$ cat src/rtl/battlefront_ctrl_if.sv
// Bus between battlefront_ctrl and the enemy/player unit slot arrays.
// The optional tickCount signal exists only when BATTLE_TICK_CNT_EN is defined.
// master: the combat arbiter. slave: the unit arrays and the score/VGA side.
interface battlefront_ctrl_if #(
    parameter int NUM_SLOTS = 4
);
    logic                      gameClk;
    logic [9*NUM_SLOTS-1:0]    enemyPos;
    logic [2*NUM_SLOTS-1:0]    enemyType;
    logic [8*NUM_SLOTS-1:0]    enemyDmg;
    logic [9*NUM_SLOTS-1:0]    playerPos;
    logic [2*NUM_SLOTS-1:0]    playerType;
    logic [8*NUM_SLOTS-1:0]    playerDmg;
    logic                      moveSCEN;
    logic                      damageSCEN;
    logic [8:0]                enemyFront;
    logic [8:0]                playerFront;
    logic [8*NUM_SLOTS-1:0]    enemyDamageIn;
    logic [8*NUM_SLOTS-1:0]    playerDamageIn;
    logic                      busy;
    logic                      baseHit;
    logic                      overrun;
`ifdef BATTLE_TICK_CNT_EN
    logic [15:0]               tickCount;
`endif

    modport master (
        input  gameClk, enemyPos, enemyType, enemyDmg,
        input  playerPos, playerType, playerDmg,
        output moveSCEN, damageSCEN, enemyFront, playerFront,
        output enemyDamageIn, playerDamageIn, busy, baseHit, overrun
`ifdef BATTLE_TICK_CNT_EN
        , output tickCount
`endif
    );

    modport slave (
        output gameClk, enemyPos, enemyType, enemyDmg,
        output playerPos, playerType, playerDmg,
        input  moveSCEN, damageSCEN, enemyFront, playerFront,
        input  enemyDamageIn, playerDamageIn, busy, baseHit, overrun
`ifdef BATTLE_TICK_CNT_EN
        , input tickCount
`endif
    );
endinterface

$ cat src/rtl/battlefront_ctrl.sv
// battlefront_ctrl: per game tick, scan all slots for the enemy/player fronts,
// strobe movement, collect damageOut and route summed damage to the opposing
// frontmost unit. Optional feature macro: BATTLE_TICK_CNT_EN (adds tickCount).
module battlefront_ctrl #(
    parameter int         NUM_SLOTS = 4,
    parameter logic [8:0] FIELD_END = 9'd319,
    parameter logic [8:0] BASE_LINE = 9'd300
) (
    input  logic                 clk,
    input  logic                 reset,
    battlefront_ctrl_if.master   bus
);
    localparam int IW = (NUM_SLOTS > 1) ? $clog2(NUM_SLOTS) : 1;
    localparam logic [IW-1:0] LAST = IW'(NUM_SLOTS - 1);

    localparam logic [2:0] QIdle    = 3'd0;
    localparam logic [2:0] QScan    = 3'd1;
    localparam logic [2:0] QMove    = 3'd2;
    localparam logic [2:0] QCollect = 3'd3;
    localparam logic [2:0] QDamage  = 3'd4;

    // Slot-indexed views of the flat unit buses
    logic [NUM_SLOTS-1:0][8:0] ePos, pPos;
    logic [NUM_SLOTS-1:0][1:0] eTy, pTy;
    logic [NUM_SLOTS-1:0][7:0] eDm, pDm;
    assign ePos = bus.enemyPos;
    assign pPos = bus.playerPos;
    assign eTy  = bus.enemyType;
    assign pTy  = bus.playerType;
    assign eDm  = bus.enemyDmg;
    assign pDm  = bus.playerDmg;

    logic [2:0]    state_q, state_d;
    logic          gclk_q, pending_q, overrun_q, basehit_q;
    logic [IW-1:0] cnt_q;
    logic [8:0]    run_e_q, run_p_q, efront_q, pfront_q;
    logic          e_found_q, p_found_q;
    logic [IW-1:0] e_idx_q, p_idx_q;
    logic [NUM_SLOTS-1:0][7:0] edmg_q, pdmg_q, edmg_d, pdmg_d;
`ifdef BATTLE_TICK_CNT_EN
    logic [15:0]   tick_cnt_q;
`endif

    logic          tick, last;
    logic          e_take, p_take;
    logic [8:0]    run_e_nx, run_p_nx;
    logic [10:0]   e_sum, p_sum;
    logic [7:0]    e_sat, p_sat;

    assign tick = bus.gameClk & ~gclk_q;
    assign last = (cnt_q == LAST);

    // One scan step: strict compare keeps ties on the lowest slot index; the
    // found flag lets a unit at the starting value still claim the front.
    always_comb begin
        e_take   = (eTy[cnt_q] != 2'b00) && (!e_found_q || ePos[cnt_q] > run_e_q);
        p_take   = (pTy[cnt_q] != 2'b00) && (!p_found_q || pPos[cnt_q] < run_p_q);
        run_e_nx = e_take ? ePos[cnt_q] : run_e_q;
        run_p_nx = p_take ? pPos[cnt_q] : run_p_q;
    end

    // Damage sums over alive units, 11-bit then saturated to a byte
    always_comb begin
        e_sum = '0;
        p_sum = '0;
        for (int i = 0; i < NUM_SLOTS; i++) begin
            if (eTy[i] != 2'b00) e_sum = e_sum + {3'b000, eDm[i]};
            if (pTy[i] != 2'b00) p_sum = p_sum + {3'b000, pDm[i]};
        end
        e_sat = (|e_sum[10:8]) ? 8'hFF : e_sum[7:0];
        p_sat = (|p_sum[10:8]) ? 8'hFF : p_sum[7:0];
    end

    // Damage routing: each side's sum lands only on the opposing front unit
    always_comb begin
        edmg_d = '0;
        pdmg_d = '0;
        if (e_found_q) edmg_d[e_idx_q] = p_sat;
        if (p_found_q) pdmg_d[p_idx_q] = e_sat;
    end

    // Sequencer next state; a pending tick restarts the scan from idle
    always_comb begin
        state_d = state_q;
        case (state_q)
            QIdle:    if (tick || pending_q) state_d = QScan;
            QScan:    if (last) state_d = QMove;
            QMove:    state_d = QCollect;
            QCollect: state_d = QDamage;
            QDamage:  state_d = QIdle;
            default:  state_d = QIdle;
        endcase
    end

    // Sequencer, scan scratch, published fronts, damage buses and sticky flags
    always_ff @(posedge clk) begin
        if (reset) begin
            state_q   <= QIdle;
            gclk_q    <= 1'b0;
            pending_q <= 1'b0;
            overrun_q <= 1'b0;
            basehit_q <= 1'b0;
            cnt_q     <= '0;
            run_e_q   <= '0;
            run_p_q   <= FIELD_END;
            e_found_q <= 1'b0;
            p_found_q <= 1'b0;
            e_idx_q   <= '0;
            p_idx_q   <= '0;
            efront_q  <= '0;
            pfront_q  <= FIELD_END;
            edmg_q    <= '0;
            pdmg_q    <= '0;
`ifdef BATTLE_TICK_CNT_EN
            tick_cnt_q <= '0;
`endif
        end else begin
            gclk_q  <= bus.gameClk;
            state_q <= state_d;

            if (state_q == QIdle) begin
                if (tick || pending_q) pending_q <= 1'b0;
            end else if (tick) begin
                if (pending_q) overrun_q <= 1'b1;
                else           pending_q <= 1'b1;
            end

            case (state_q)
                QIdle: if (state_d == QScan) begin
                    cnt_q     <= '0;
                    run_e_q   <= '0;
                    run_p_q   <= FIELD_END;
                    e_found_q <= 1'b0;
                    p_found_q <= 1'b0;
                    e_idx_q   <= '0;
                    p_idx_q   <= '0;
                end
                QScan: begin
                    cnt_q   <= cnt_q + 1'b1;
                    run_e_q <= run_e_nx;
                    run_p_q <= run_p_nx;
                    if (e_take) begin
                        e_found_q <= 1'b1;
                        e_idx_q   <= cnt_q;
                    end
                    if (p_take) begin
                        p_found_q <= 1'b1;
                        p_idx_q   <= cnt_q;
                    end
                    if (last) begin
                        efront_q <= run_e_nx;
                        pfront_q <= run_p_nx;
                        if (run_e_nx >= BASE_LINE) basehit_q <= 1'b1;
`ifdef BATTLE_TICK_CNT_EN
                        tick_cnt_q <= tick_cnt_q + 16'd1;
`endif
                    end
                end
                QCollect: begin
                    edmg_q <= edmg_d;
                    pdmg_q <= pdmg_d;
                end
                QDamage: begin
                    edmg_q <= '0;
                    pdmg_q <= '0;
                end
                default: ;
            endcase
        end
    end

    assign bus.moveSCEN       = (state_q == QMove);
    assign bus.damageSCEN     = (state_q == QDamage);
    assign bus.busy           = (state_q != QIdle);
    assign bus.enemyFront     = efront_q;
    assign bus.playerFront    = pfront_q;
    assign bus.enemyDamageIn  = edmg_q;
    assign bus.playerDamageIn = pdmg_q;
    assign bus.baseHit        = basehit_q;
    assign bus.overrun        = overrun_q;
`ifdef BATTLE_TICK_CNT_EN
    assign bus.tickCount      = tick_cnt_q;
`endif
endmodule

$ cat src/flat_wrapper.sv
// flat-port wrapper written by rule: the top's interface ports become plain ports
module battlefront_ctrl_flat 
#(
    parameter int         NUM_SLOTS = 4,
    parameter logic [8:0] FIELD_END = 9'd319,
    parameter logic [8:0] BASE_LINE = 9'd300
)
  (clk, reset, bus_gameClk, bus_enemyPos, bus_enemyType, bus_enemyDmg, bus_playerPos, bus_playerType, bus_playerDmg, bus_moveSCEN, bus_damageSCEN, bus_enemyFront, bus_playerFront, bus_enemyDamageIn, bus_playerDamageIn, bus_busy, bus_baseHit, bus_overrun);
  battlefront_ctrl_if #(.NUM_SLOTS(NUM_SLOTS)) bus_i ();
  input  logic clk;
  input  logic reset;
  input wire logic [$bits(bus_i.gameClk)-1:0] bus_gameClk;
  input wire logic [$bits(bus_i.enemyPos)-1:0] bus_enemyPos;
  input wire logic [$bits(bus_i.enemyType)-1:0] bus_enemyType;
  input wire logic [$bits(bus_i.enemyDmg)-1:0] bus_enemyDmg;
  input wire logic [$bits(bus_i.playerPos)-1:0] bus_playerPos;
  input wire logic [$bits(bus_i.playerType)-1:0] bus_playerType;
  input wire logic [$bits(bus_i.playerDmg)-1:0] bus_playerDmg;
  output wire logic [$bits(bus_i.moveSCEN)-1:0] bus_moveSCEN;
  output wire logic [$bits(bus_i.damageSCEN)-1:0] bus_damageSCEN;
  output wire logic [$bits(bus_i.enemyFront)-1:0] bus_enemyFront;
  output wire logic [$bits(bus_i.playerFront)-1:0] bus_playerFront;
  output wire logic [$bits(bus_i.enemyDamageIn)-1:0] bus_enemyDamageIn;
  output wire logic [$bits(bus_i.playerDamageIn)-1:0] bus_playerDamageIn;
  output wire logic [$bits(bus_i.busy)-1:0] bus_busy;
  output wire logic [$bits(bus_i.baseHit)-1:0] bus_baseHit;
  output wire logic [$bits(bus_i.overrun)-1:0] bus_overrun;
  assign bus_i.gameClk = bus_gameClk;
  assign bus_i.enemyPos = bus_enemyPos;
  assign bus_i.enemyType = bus_enemyType;
  assign bus_i.enemyDmg = bus_enemyDmg;
  assign bus_i.playerPos = bus_playerPos;
  assign bus_i.playerType = bus_playerType;
  assign bus_i.playerDmg = bus_playerDmg;
  assign bus_moveSCEN = bus_i.moveSCEN;
  assign bus_damageSCEN = bus_i.damageSCEN;
  assign bus_enemyFront = bus_i.enemyFront;
  assign bus_playerFront = bus_i.playerFront;
  assign bus_enemyDamageIn = bus_i.enemyDamageIn;
  assign bus_playerDamageIn = bus_i.playerDamageIn;
  assign bus_busy = bus_i.busy;
  assign bus_baseHit = bus_i.baseHit;
  assign bus_overrun = bus_i.overrun;
  battlefront_ctrl #(.NUM_SLOTS(NUM_SLOTS), .FIELD_END(FIELD_END), .BASE_LINE(BASE_LINE)) u_core (.clk(clk), .reset(reset), .bus(bus_i));
endmodule
$ cat config.mk
export PLATFORM = sky130hd
export DESIGN_NAME = battlefront_ctrl_flat
export DESIGN_NICKNAME = d
export VERILOG_FILES = /design/src/rtl/battlefront_ctrl_if.sv /design/src/rtl/battlefront_ctrl.sv /design/src/flat_wrapper.sv
export SDC_FILE = /design/constraint.sdc
export NUM_CORES = 1
export LEC_CHECK = 0
export ABC_AREA = 1
export CAP_MARGIN = 20
export CORE_MARGIN = 1
export CORE_UTILIZATION = 53
export CTS_CLUSTER_DIAMETER = 30
export CTS_CLUSTER_SIZE = 28
export DETAILED_ROUTE_END_ITERATION = 8
export PLACE_DENSITY = 0.88
export SLEW_MARGIN = 20
export SYNTH_ARGS = -nofsm -noshare
export SYNTH_HDL_FRONTEND = slang
export SYNTH_SLANG_ARGS = --single-unit
$ cat constraint.sdc
create_clock -name clk -period 10.6 [get_ports clk]
set_input_delay 2.65 -clock clk [delete_from_list [all_inputs] [get_ports clk]]
set_output_delay 2.65 -clock clk [all_outputs]
set_load 0.02 [all_outputs]
==> run_results.csv <==
group,metric,value,unit
outcome,status,"finished clean",
synthesis,synth_seq_cells,115,
floorplanning,die_area,0.01686,mm²
layout,mostFrequentLayoutCell,"nand2_1",
global_route,antenna_found_initial,0,
setup_path,startpoint,"bus_playerType[0]",
setup_path,cp-start-kind,"primary input",
setup_path,worstPathRequired,10.84,ns
routing,vias,9622,
global_route,grt_usage,30.80,%
placement,place_hpwl,19780,µm
setup_path,reg2reg_depth,17,
flow_run,max-cap-violations,0,
setup_path,crit_end,"u_core.bus.enemyDamageIn[13]",
synthesis,synth_edf_count,0,
power_and_ir_drop,ir_drop,133.6,µV
clocking,insertion_delay,0.41,ns
layout,syn_to_final_growth,36.91,%
clocking,post_cts_resized,0,
setup_path,rrSetupSlack,7.22,ns
synthesis,synth_compound_area_share,17.73,%
global_route,first_global_vias,8857,
setup_path,cp.arrival,7.54,ns
timing,finClkSkew,0.007140,ns
synthesis,async_flop_share,0,%
layout,drive_gt1_share,7.405,%
setup_path,max_stage_delay,0.43,ns
clocking,hold_buffers,0,
min_path,hold_depth,2,
layout,final_nets,1794,
synthesis,yosysSeqAreaShare,26.58,%
floorplanning,num_rows,46,
placement,place_area,0.01122,mm²
placement,place.gp.congestion,0.9340,
placement,portBuffers,241,
routing,wire_per_inst,14.30,µm
setup_path,crit_fanout,9,
floorplanning,fp.dieH,129.8,µm
timing,worst_slew_pin_slew,1.000,ns
setup_path,slowest_stage,"clkdlybuf4s50_1",
routing,wl,25690,µm
synthesis,yosys.area_share.xor_xnor,1.719,%
synthesis,muxShareOfSynthArea,0.2311,%
synthesis,synthAdderAreaFrac,10.92,%
clocking,cts_setup_buffers,0,
synthesis,syn_area,0.008661,mm²
layout,diodes,0,
setup_path,timing.rr.start,"u_core.cnt_q[1]",
global_route,overflow,0,
synthesis,yosys.area_share.simple,34.08,%
synthesis,syn_avg_cell_area,6.454,µm²
clocking,htreeDepth,4,
floorplanning,initial_core_util,54.32,%
setup_path,endpoint_kind,"flop",
clocking,root_buffer,"clkbuf_16",
floorplanning,ios,242,
global_route,grt_max_degree,93,
power_and_ir_drop,p_per_area,146.8,mW/mm²
layout,most-common-layout-cells,"415 x nand2_1, 240 x clkdlybuf4s50_1, 141 x inv_1",
floorplanning,core_area,0.01594,mm²
timing,tns,0,ns
synthesis,synth_top_family_by_area,"simple AND/OR/NAND/NOR gates",
layout,final_cells,1796,
setup_path,critPathKind,"in -> reg",
clocking,cts_tree,"yes",
layout,fin_area,0.01186,mm²
routing,drc,0,
clocking,clkSinkCount,115,
clocking,clkTransAtPathRegs,0.06,ns
synthesis,synth_nets,1569,
timing,finalHoldViolCount,0,
synthesis,yosys_warnings,0,
timing,period_share,68.85,%
routing,drt_iter0_drc,649,
routing,drt_pass1_iterations,6,
timing,min_period,7.298,ns
clocking,numCtsBuffers,17,
synthesis,netlist_instances,1342,
timing,setup_viol_count_final,0,
timing,slew_headroom,33.21,%
timing,rsz0062_at_grt,"no",
floorplanning,die_w,129.8,µm
synthesis,synthFlopType,"dfxtp_1",
placement,placed_cells,1764,
setup_path,reg2reg_to,"u_core.bus.baseHit",
min_path,hold_class,"reg -> reg",
synthesis,synth_cell_types,46,
setup_path,crit_path_frequent_cell,"nand2_1",
routing,vias_per_cell,5.357,
timing,final_max_slew_viol_count,0,
routing,ant_nets,0,
clocking,cts_buffer_depth,2,
power_and_ir_drop,power.leakage,5.231,nW
timing,timing.fmax,0.1370,GHz
global_route,grt_pass1_wl,41110,µm
## sequential cells by signal (all words and copies together) (netlist names), 2 cells and up
name	count
u_core.p_idx_q	2
u_core.state_q	3
u_core.run_e_q	9
u_core.e_idx_q	2
u_core.bus.enemyDamageIn	32
u_core.bus.playerDamageIn	32
u_core.bus.enemyFront	9
u_core.run_p_q	9
u_core.bus.playerFront	9
u_core.cnt_q	2
## Yosys cell counts (all sizes together) (6+ instances only)
library cell	n	area share, %
xor2	11	1.1
a21oi	141	8.6
o22ai	20	1.4
clkbuf	30	1.3
xnor2	6	0.61
nand3b	10	0.87
or2	6	0.43
nor4	7	0.51
inv	148	6.4
nand3	73	5.3
buf	14	0.88
fa	6	1.4
o21ai	88	5.2
o21bai	12	1.0
nand2	442	21
nand4	7	0.51
dfxtp	115	27
nor2	114	5.6
ha	66	9.5
## per-layer routing
layer | track usage [%] | routed length [µm]
met1 | 35.36 | 10540
met2 | 56.81 | 12640
met3 | 6.027 | 1876
met4 | 10.47 | 632
met5 | 0 | 0
## power by group
part / leakage (nW) / switching (mW) / internal (mW) / total (mW)
clock: 0.299 / 0.203 / 0.406 / 0.609
combinational: 4.00 / 0.420 / 0.263 / 0.682
sequential: 0.930 / 0.00693 / 0.442 / 0.449
## cell type report
cell class,instances,area [µm²]
multi-input cells,1032,5608
inverters,151,568.0
repair buffers,250,2475
well taps,216,270.3
clock buffers,20,456.7
fillers,1282,4085
flip-flops and latches,115,2302
clock inverters,12,177.7
## kinds of logic (layout without fill, tap and decap cells)
kind of cell | after synthesis | count (layout)
multiplexers | 2 | 2
flip-flops | 115 | 115
XOR/XNOR | 17 | 17
adder cells (fa/ha/maj) | 72 | 72
AND/OR/NAND/NOR | 663 | 663
AO/OA/AOI/OAI | 278 | 278
buffers and inverters | 195 | 433
## how the worst min path moves through the flow
stage	from	slack [ns]	to
2_1_floorplan	u_core.run_e_q[5]	0.44	u_core.run_e_q[5]
3_3_place_gp	u_core.bus.baseHit	0.44	u_core.bus.baseHit
3_5_place_dp	u_core.bus.enemyDamageIn[0]	0.46	u_core.bus.enemyDamageIn[0]
4_1_cts	u_core.bus.playerDamageIn[17]	0.46	u_core.bus.playerDamageIn[17]
5_1_grt	u_core.bus.playerDamageIn[9]	0.48	u_core.bus.playerDamageIn[9]
6_report	u_core.bus.baseHit	0.46	u_core.bus.baseHit
## critical path: cells and delay by family
family                     cells  cell delay (ns)
AOI/OAI and AO/OA              4             0.84
buffers and inverters          5             0.69
adders and majority gates      4             1.41
xor gates and xnor gates       1             0.16
and+or+nand+nor               15             1.77
## stage by stage
stage / setup slack (ns) / power, mW / hold slack, ns / util [%]
floorplan: 3.960 / 0.9537 / 0.4437 / -
global placement: 3.076 / 1.115 / 0.4418 / 70.40
detailed placement: 2.947 / 1.130 / 0.4567 / 70.40
CTS: 3.308 / 1.736 / 0.4642 / 74.38
global route: 2.992 / 1.849 / 0.4834 / 74.38
finish: 3.302 / 1.740 / 0.4621 / 74.38
Note: power is estimated with default switching activity, not from simulation.
